### src/rtl/mmio_port_pkg.sv
// Shared register map, STATUS field positions and FSM encoding for the
// MMIO port responder.
package mmio_port_pkg;

    localparam logic [3:0] OFF_PORTOUT = 4'h0;
    localparam logic [3:0] OFF_PORTIN  = 4'h4;
    localparam logic [3:0] OFF_EVENT   = 4'h8;
    localparam logic [3:0] OFF_STATUS  = 4'hC;

    localparam int ST_EMPTY   = 0;
    localparam int ST_FULL    = 1;
    localparam int ST_OVF     = 2;
    localparam int ST_CNT_LSB = 4;
    localparam int ST_CNT_MSB = 8;

    typedef enum logic {
        IDLE = 1'b0,
        RESP = 1'b1
    } state_t;

endpackage

### src/rtl/event_fifo.sv
// Circular event FIFO with occupancy count; pointers wrap modulo DEPTH.
// A push while full is accepted only when a pop happens in the same cycle.
module event_fifo #(
    parameter int  DEPTH  = 4,
    parameter int  DATA_W = 8,
    localparam int PTR_W  = $clog2(DEPTH),
    localparam int CNT_W  = PTR_W + 1
) (
    input  logic              clk,
    input  logic              reset,
    input  logic              push,
    input  logic              pop,
    input  logic [DATA_W-1:0] push_data,
    output logic [DATA_W-1:0] pop_data,
    output logic [CNT_W-1:0]  count,
    output logic              full,
    output logic              empty
);

    logic [DATA_W-1:0] mem [DEPTH];
    logic [PTR_W-1:0]  wr_ptr;
    logic [PTR_W-1:0]  rd_ptr;
    logic              do_push;
    logic              do_pop;

    assign empty    = (count == '0);
    assign full     = (count == CNT_W'(DEPTH));
    assign do_pop   = pop && !empty;
    assign do_push  = push && (!full || do_pop);
    assign pop_data = mem[rd_ptr];

    always_ff @(posedge clk) begin
        if (reset) begin
            wr_ptr <= '0;
            rd_ptr <= '0;
            count  <= '0;
        end else begin
            if (do_push) wr_ptr <= wr_ptr + PTR_W'(1);
            if (do_pop)  rd_ptr <= rd_ptr + PTR_W'(1);
            count <= count + CNT_W'(do_push) - CNT_W'(do_pop);
        end
    end

    // Storage needs no reset: entries are invisible until the count covers them.
    always_ff @(posedge clk) begin
        if (do_push) mem[wr_ptr] <= push_data;
    end

endmodule

### src/rtl/mmio_port_responder.sv
// Single-cycle-latency MMIO slave exposing an output port, a synchronized
// input port and a FIFO of input-port change events with sticky overflow.
module mmio_port_responder
    import mmio_port_pkg::*;
#(
    parameter logic [31:0] BASE_ADDR  = 32'h1001_0000,
    parameter int          FIFO_DEPTH = 4
) (
    input  logic        clk,
    input  logic        reset,
    input  logic        req,
    input  logic        we,
    input  logic [31:0] addr,
    input  logic [31:0] wdata,
    output logic        ack,
    output logic [31:0] rdata,
    input  logic [7:0]  PortIn,
    output logic [31:0] PortOut,
    output logic        irq
);

    localparam int CNT_W = $clog2(FIFO_DEPTH) + 1;

    state_t           state;
    state_t           state_nxt;
    logic             we_q;
    logic [31:0]      addr_q;
    logic [31:0]      wdata_q;
    logic             hit;
    logic [3:0]       off;
    logic             wr_portout;
    logic             wr_status;
    logic             rd_event;
    logic             ev_push;
    logic             ev_pop;
    logic             ovf;
    logic             ovf_set;
    logic             ovf_clr;
    logic [7:0]       port_in_p0;
    logic [7:0]       port_in_p1;
    logic [7:0]       port_prev;
    logic [7:0]       fifo_head;
    logic [CNT_W-1:0] fifo_count;
    logic             fifo_full;
    logic             fifo_empty;
    logic [31:0]      status;
    logic [31:0]      rd_val;

    always_ff @(posedge clk) begin
        if (reset) state <= IDLE;
        else       state <= state_nxt;
    end

    always_ff @(posedge clk) begin
        if (state == IDLE && req) begin
            we_q    <= we;
            addr_q  <= addr;
            wdata_q <= wdata;
        end
    end

    // Ack is gated by reset so a reset landing in RESP aborts the response.
    always_comb begin
        state_nxt = state;
        ack       = 1'b0;
        case (state)
            IDLE: if (req) state_nxt = RESP;
            RESP: begin
                state_nxt = IDLE;
                ack       = !reset;
            end
            default: state_nxt = IDLE;
        endcase
    end

    assign hit        = (addr_q[31:4] == BASE_ADDR[31:4]) && (addr_q[1:0] == 2'b00);
    assign off        = addr_q[3:0];
    assign wr_portout = ack && we_q && hit && (off == OFF_PORTOUT);
    assign wr_status  = ack && we_q && hit && (off == OFF_STATUS);
    assign rd_event   = ack && !we_q && hit && (off == OFF_EVENT);

    // Two-flop synchronizer, then a change detector against the previous value.
    always_ff @(posedge clk) begin
        if (reset) begin
            port_in_p0 <= '0;
            port_in_p1 <= '0;
            port_prev  <= '0;
        end else begin
            port_in_p0 <= PortIn;
            port_in_p1 <= port_in_p0;
            port_prev  <= port_in_p1;
        end
    end

    assign ev_push = (port_in_p1 != port_prev);
    assign ev_pop  = rd_event && !fifo_empty;

    event_fifo #(
        .DEPTH  (FIFO_DEPTH),
        .DATA_W (8)
    ) u_event_fifo (
        .clk       (clk),
        .reset     (reset),
        .push      (ev_push),
        .pop       (ev_pop),
        .push_data (port_in_p1),
        .pop_data  (fifo_head),
        .count     (fifo_count),
        .full      (fifo_full),
        .empty     (fifo_empty)
    );

    assign ovf_set = ev_push && fifo_full && !ev_pop;
    assign ovf_clr = wr_status && wdata_q[ST_OVF];

    always_ff @(posedge clk) begin
        if (reset)        ovf <= 1'b0;
        else if (ovf_set) ovf <= 1'b1;
        else if (ovf_clr) ovf <= 1'b0;
    end

    always_ff @(posedge clk) begin
        if (reset)           PortOut <= '0;
        else if (wr_portout) PortOut <= wdata_q;
    end

    always_comb begin
        status                          = '0;
        status[ST_CNT_MSB:ST_CNT_LSB]   = 5'(fifo_count);
        status[ST_OVF]                  = ovf;
        status[ST_FULL]                 = fifo_full;
        status[ST_EMPTY]                = fifo_empty;
    end

    always_comb begin
        rd_val = '0;
        case (off)
            OFF_PORTOUT: rd_val = PortOut;
            OFF_PORTIN:  rd_val = {24'b0, port_in_p1};
            OFF_EVENT:   rd_val = fifo_empty ? 32'h0 : {24'b0, fifo_head};
            OFF_STATUS:  rd_val = status;
            default:     rd_val = '0;
        endcase
    end

    assign rdata = (ack && !we_q && hit) ? rd_val : 32'h0;
    assign irq   = !fifo_empty;

endmodule

### config.mk
export PLATFORM = sky130hd
export DESIGN_NAME = mmio_port_responder
export DESIGN_NICKNAME = d
export VERILOG_FILES = /design/src/rtl/mmio_port_pkg.sv /design/src/rtl/event_fifo.sv /design/src/rtl/mmio_port_responder.sv
export SDC_FILE = /design/constraint.sdc
export NUM_CORES = 1
export LEC_CHECK = 0
export CAP_MARGIN = 10
export CORE_UTILIZATION = 25
export DETAILED_ROUTE_END_ITERATION = 8
export HOLD_SLACK_MARGIN = 0.02
export PLACE_DENSITY = 0.51
export SYNTH_ARGS = -nofsm -noshare
export SYNTH_HDL_FRONTEND = slang
export SYNTH_SLANG_ARGS = --single-unit
export TNS_END_PERCENT = 100
### constraint.sdc
create_clock -name clk -period 4.5 [get_ports clk]
set_clock_uncertainty 0.2 [all_clocks]
set_input_delay 0.45 -clock clk [delete_from_list [all_inputs] [get_ports clk]]
set_output_delay 0.45 -clock clk [all_outputs]
set_load 0.03 [all_outputs]
==> impl_metrics.prom <==
# TYPE chip_impl_metric gauge
chip_impl_metric{name="buffer_ports.inserted",unit=""} 141
chip_impl_info{name="clock_tree_from_tritoncts",value="yes"} 1
chip_impl_metric{name="yosys_register_bits",unit=""} 164
chip_impl_metric{name="total_setup_violations_reported_at_the_end_of_the_flow",unit=""} 0
chip_impl_metric{name="critical_path.n_buffers_inverters",unit=""} 2
chip_impl_metric{name="dpl_cell_area",unit="um2"} 7915
chip_impl_metric{name="period_share",unit="%"} 85.10
chip_impl_metric{name="num_antenna_cells",unit=""} 0
chip_impl_metric{name="floorplan.core_area",unit="um2"} 24320
chip_impl_metric{name="netlist_area",unit="um2"} 6191
chip_impl_metric{name="cts_htree_levels",unit=""} 4
chip_impl_metric{name="worst-path-max-fanout",unit=""} 29
chip_impl_metric{name="crit_arrival",unit="ns"} 3.18
chip_impl_info{name="status",value="complete, no violations"} 1
chip_impl_metric{name="fillCellCount",unit=""} 2371
chip_impl_metric{name="ir_drop",unit="V"} 0.0002403
chip_impl_metric{name="clk_path_buf_depth",unit=""} 2
chip_impl_info{name="rsz_0062_raised_after_global_routing",value="false"} 1
chip_impl_metric{name="finalHoldViolations",unit=""} 0
chip_impl_metric{name="asr_flop_ratio_synth",unit="%"} 0
chip_impl_metric{name="yosys.cell_types.count",unit=""} 38
chip_impl_metric{name="cts-hold-fix-buffers",unit=""} 0
chip_impl_metric{name="grt_usage",unit="%"} 11.80
chip_impl_info{name="critPathSlowestCell",value="clkdlybuf4s50_1"} 1
chip_impl_metric{name="final_antenna_net_count",unit=""} 0
chip_impl_metric{name="grt_pass1_vias",unit=""} 3908
chip_impl_metric{name="clock_pin_slew_reported_for_the_worst_setup_and_hold_paths_after_clock_tree_synthesis",unit="ns"} 0.06
chip_impl_metric{name="critPathMaxStageDelay",unit="ns"} 0.69
chip_impl_metric{name="worst_slew_margin_relative_to_its_limit",unit="%"} 46.81
chip_impl_info{name="most_common_library_cell_in_the_layout_ignoring_fill_and_taps",value="clkdlybuf4s50_1"} 1
chip_impl_metric{name="post_route_cells_drive_above_1_share",unit="%"} 10.75
chip_impl_metric{name="count_of_pins_on_the_block_boundary",unit=""} 142
chip_impl_metric{name="timing.max_cap.violations",unit=""} 0
chip_impl_metric{name="flow.area_growth_from_synthesis",unit="%"} 37.13
chip_impl_info{name="timing.setup.critical_path_class",value="reg2out"} 1
chip_impl_metric{name="drc_errors",unit=""} 0
chip_impl_info{name="top_usage_layer",value="met2"} 1
chip_impl_metric{name="post_drt_wl_per_cell",unit="um"} 15.90
chip_impl_metric{name="worstSkewPairLatency",unit="ns"} 0.42
chip_impl_metric{name="finalMaxSlewViolations",unit=""} 0
chip_impl_metric{name="synthesis.nets",unit=""} 506
chip_impl_metric{name="tritoncts.num_buffers",unit=""} 17
chip_impl_info{name="layout.cells.most_common_list",value="clkdlybuf4s50_1, edfxtp_1, dfxtp_1, nor2_1, mux2i_1"} 1
chip_impl_metric{name="synth.yosys.seq_area_share",unit="%"} 68.71
chip_impl_metric{name="die-height",unit="um"} 159.4
chip_impl_info{name="hold_path.class",value="reg2reg"} 1
chip_impl_metric{name="rows",unit=""} 57
chip_impl_metric{name="dpl.hpwl",unit="um"} 10220
chip_impl_info{name="synth.largest_area_cell",value="edfxtp_1"} 1
chip_impl_metric{name="nNetsFinal",unit=""} 647
chip_impl_metric{name="cts_post_setup_buffers_inserted",unit=""} 0
chip_impl_metric{name="synth_cells",unit=""} 423
chip_impl_metric{name="post_drt_via_cell_ratio",unit=""} 4.162
chip_impl_metric{name="cellLeakagePower",unit="uW"} 0.003040
chip_impl_metric{name="globalplace.congestion",unit=""} 0.7307
chip_impl_info{name="timing.critical_path.to_type",value="primary output"} 1
chip_impl_metric{name="design.die.area",unit="um2"} 25400
chip_impl_metric{name="grt_use_met3",unit="%"} 3.412
chip_impl_metric{name="cts-resized-gates",unit=""} 0
chip_impl_metric{name="cts_num_sinks",unit=""} 164
chip_impl_info{name="cts_root_buffer",value="clkbuf_16"} 1
chip_impl_metric{name="drt_first_pass_iters",unit=""} 4
chip_impl_metric{name="seqCellArea",unit="um2"} 4254
chip_impl_metric{name="synthesis.area_per_instance",unit="um2"} 14.64
chip_impl_metric{name="dr.first_iter.drc_count",unit=""} 219
chip_impl_metric{name="period_minus_slack",unit="ns"} 3.830
chip_impl_metric{name="multi_input_area",unit="um2"} 1748
chip_impl_metric{name="final_design_area_no_fill",unit="um2"} 8489
chip_impl_metric{name="finalWirelength",unit="um"} 14330
chip_impl_metric{name="power_per_cell_area",unit="nW/um2"} 430.9
chip_impl_metric{name="synth_edf_count",unit=""} 97
chip_impl_info{name="critical_path.cell_chain",value="nor4b_1 > nand4_2 > nor3_2 > buf_4 > and2_1 > clkdlybuf4s50_1"} 1
chip_impl_metric{name="grt_pass1_wl",unit="um"} 22510
chip_impl_metric{name="worst-slew-pin-transition",unit="ns"} 0.7978
chip_impl_metric{name="yosys_warnings",unit=""} 0
chip_impl_info{name="critPathTopFamily",value="simple AND/OR/NAND/NOR gates"} 1
chip_impl_metric{name="fmax",unit="MHz"} 261.1
chip_impl_metric{name="globalRouteMet1Util",unit="%"} 14.60
chip_impl_metric{name="worst_path_required",unit="ns"} 3.85
chip_impl_info{name="synth_flop_cell",value="edfxtp_1"} 1
chip_impl_metric{name="grt_antenna_before_repair",unit=""} 0
chip_impl_metric{name="grt_max_degree",unit=""} 71
chip_impl_metric{name="met2_usage",unit="%"} 19.58
chip_impl_metric{name="grt-ovfl-total",unit=""} 0
chip_impl_metric{name="total_via_count_after_detailed_routing",unit=""} 3750
chip_impl_metric{name="synth_largest_type_area_fraction",unit="%"} 47.05
chip_impl_metric{name="initial_core_util",unit="%"} 25.46
chip_impl_metric{name="setup_tns",unit="ns"} 0
chip_impl_info{name="cp-start-kind",value="flip-flop"} 1
chip_impl_info{name="ys_top_cells_by_area",value="edfxtp_1, dfxtp_1, mux2i_1, nor2b_1, mux4_2"} 1
chip_impl_metric{name="die_w",unit="um"} 159.4
==> synth_stat cells, drive strengths merged, types with 3 or more instances <==
library cell	n
edfxtp	97
dfxtp	67
nor2	38
mux2i	36
nor2b	29
and3	25
inv	17
clkbuf	16
and2	12
nor4	9
buf	8
mux4	8
xor2	8
mux2	7
a22oi	6
ha	6
o22ai	6
nand2b	4
nor4b	4
nand2	3
o32ai	3
xnor2	3
==> through the flow <==
stage	std cells	worst slack [ns]	total power (uW)	hold WS, ns	util (%)
finish	901	0.6705	3658	0.2304	34.91
global route	901	0.3885	3838	0.2534	34.91
CTS	901	0.5597	3718	0.2356	34.91
detailed placement	869	1.020	2295	0.2254	32.55
global placement	869	1.129	2279	0.2331	32.55
floorplan	423	0.4771	2118	0.2138	-
==> worst reg2reg max path, stage by stage, from the launching register on <==
cell	delay, ns
edfxtp_1	0.40
or2_1	0.40
or4_4	0.63
nor4_4	0.28
ha_1	0.18
inv_1	0.04
ha_1	0.19
fa_1	0.38
xnor2_1	0.17
xnor2_1	0.13
nor2_1	0.05
==> layout make-up <==
type                       instances  share of cell area (%)
clock buffer                      19                   5.335
multi-input combinational        218                   20.59
timing repair buffer             146                   17.01
tap                              324                   4.775
inverter                          17                  0.7517
sequential                       164                   50.11
clock inverter                    13                   1.430
==> logic make-up after synthesis <==
logic type | count (synthesis) | synth area share [%]
adder cells (fa/ha/maj) | 7 | 1.536
AND/OR/NAND/NOR | 132 | 12.91
XOR/XNOR | 11 | 1.556
multiplexers | 51 | 10.00
AO/OA/AOI/OAI | 17 | 1.981
buffers and inverters | 41 | 3.294
flip-flops | 164 | 68.71
==> state kept, by name, indices dropped and copies added (netlist names), named ones only <==
signal and flops:
port_in_p1 8, u_event_fifo.wr_ptr 2, addr_q 32, we_q 1, u_event_fifo.mem 32, u_event_fifo.count 3, ovf 1, state 1
port_prev 8, port_in_p0 8, u_event_fifo.rd_ptr 2, wdata_q 32, PortOut 32
==> metal layers <==
layer  vias to the layer above  share of wire (%)
li1                       1805                  -
met1                      1831                 45
met2                       106                 50
met3                         8                4.3
met4                         0                1.1
met5                         -                  0
==> worst paths after layout <==
check                                   start                     to  slack (ns)  cells after the start
worst min register to register  port_in_p0[2]          port_in_p1[2]        0.23                      1
worst max-delay path               addr_q[26]               rdata[2]        0.67                      6
worst min-delay path            port_in_p0[2]          port_in_p1[2]        0.23                      1
worst max register to register      addr_q[1]  u_event_fifo.count[2]        1.31                     10
==> power breakdown <==
part           internal (uW)  leakage [uW]  switching (uW)
registers               1770       0.00148            65.7
clock network            800      0.000283             601
logic                    203       0.00128             222
total                   2770       0.00304             890
No activity file was read; power rests on OpenSTA's default activity.
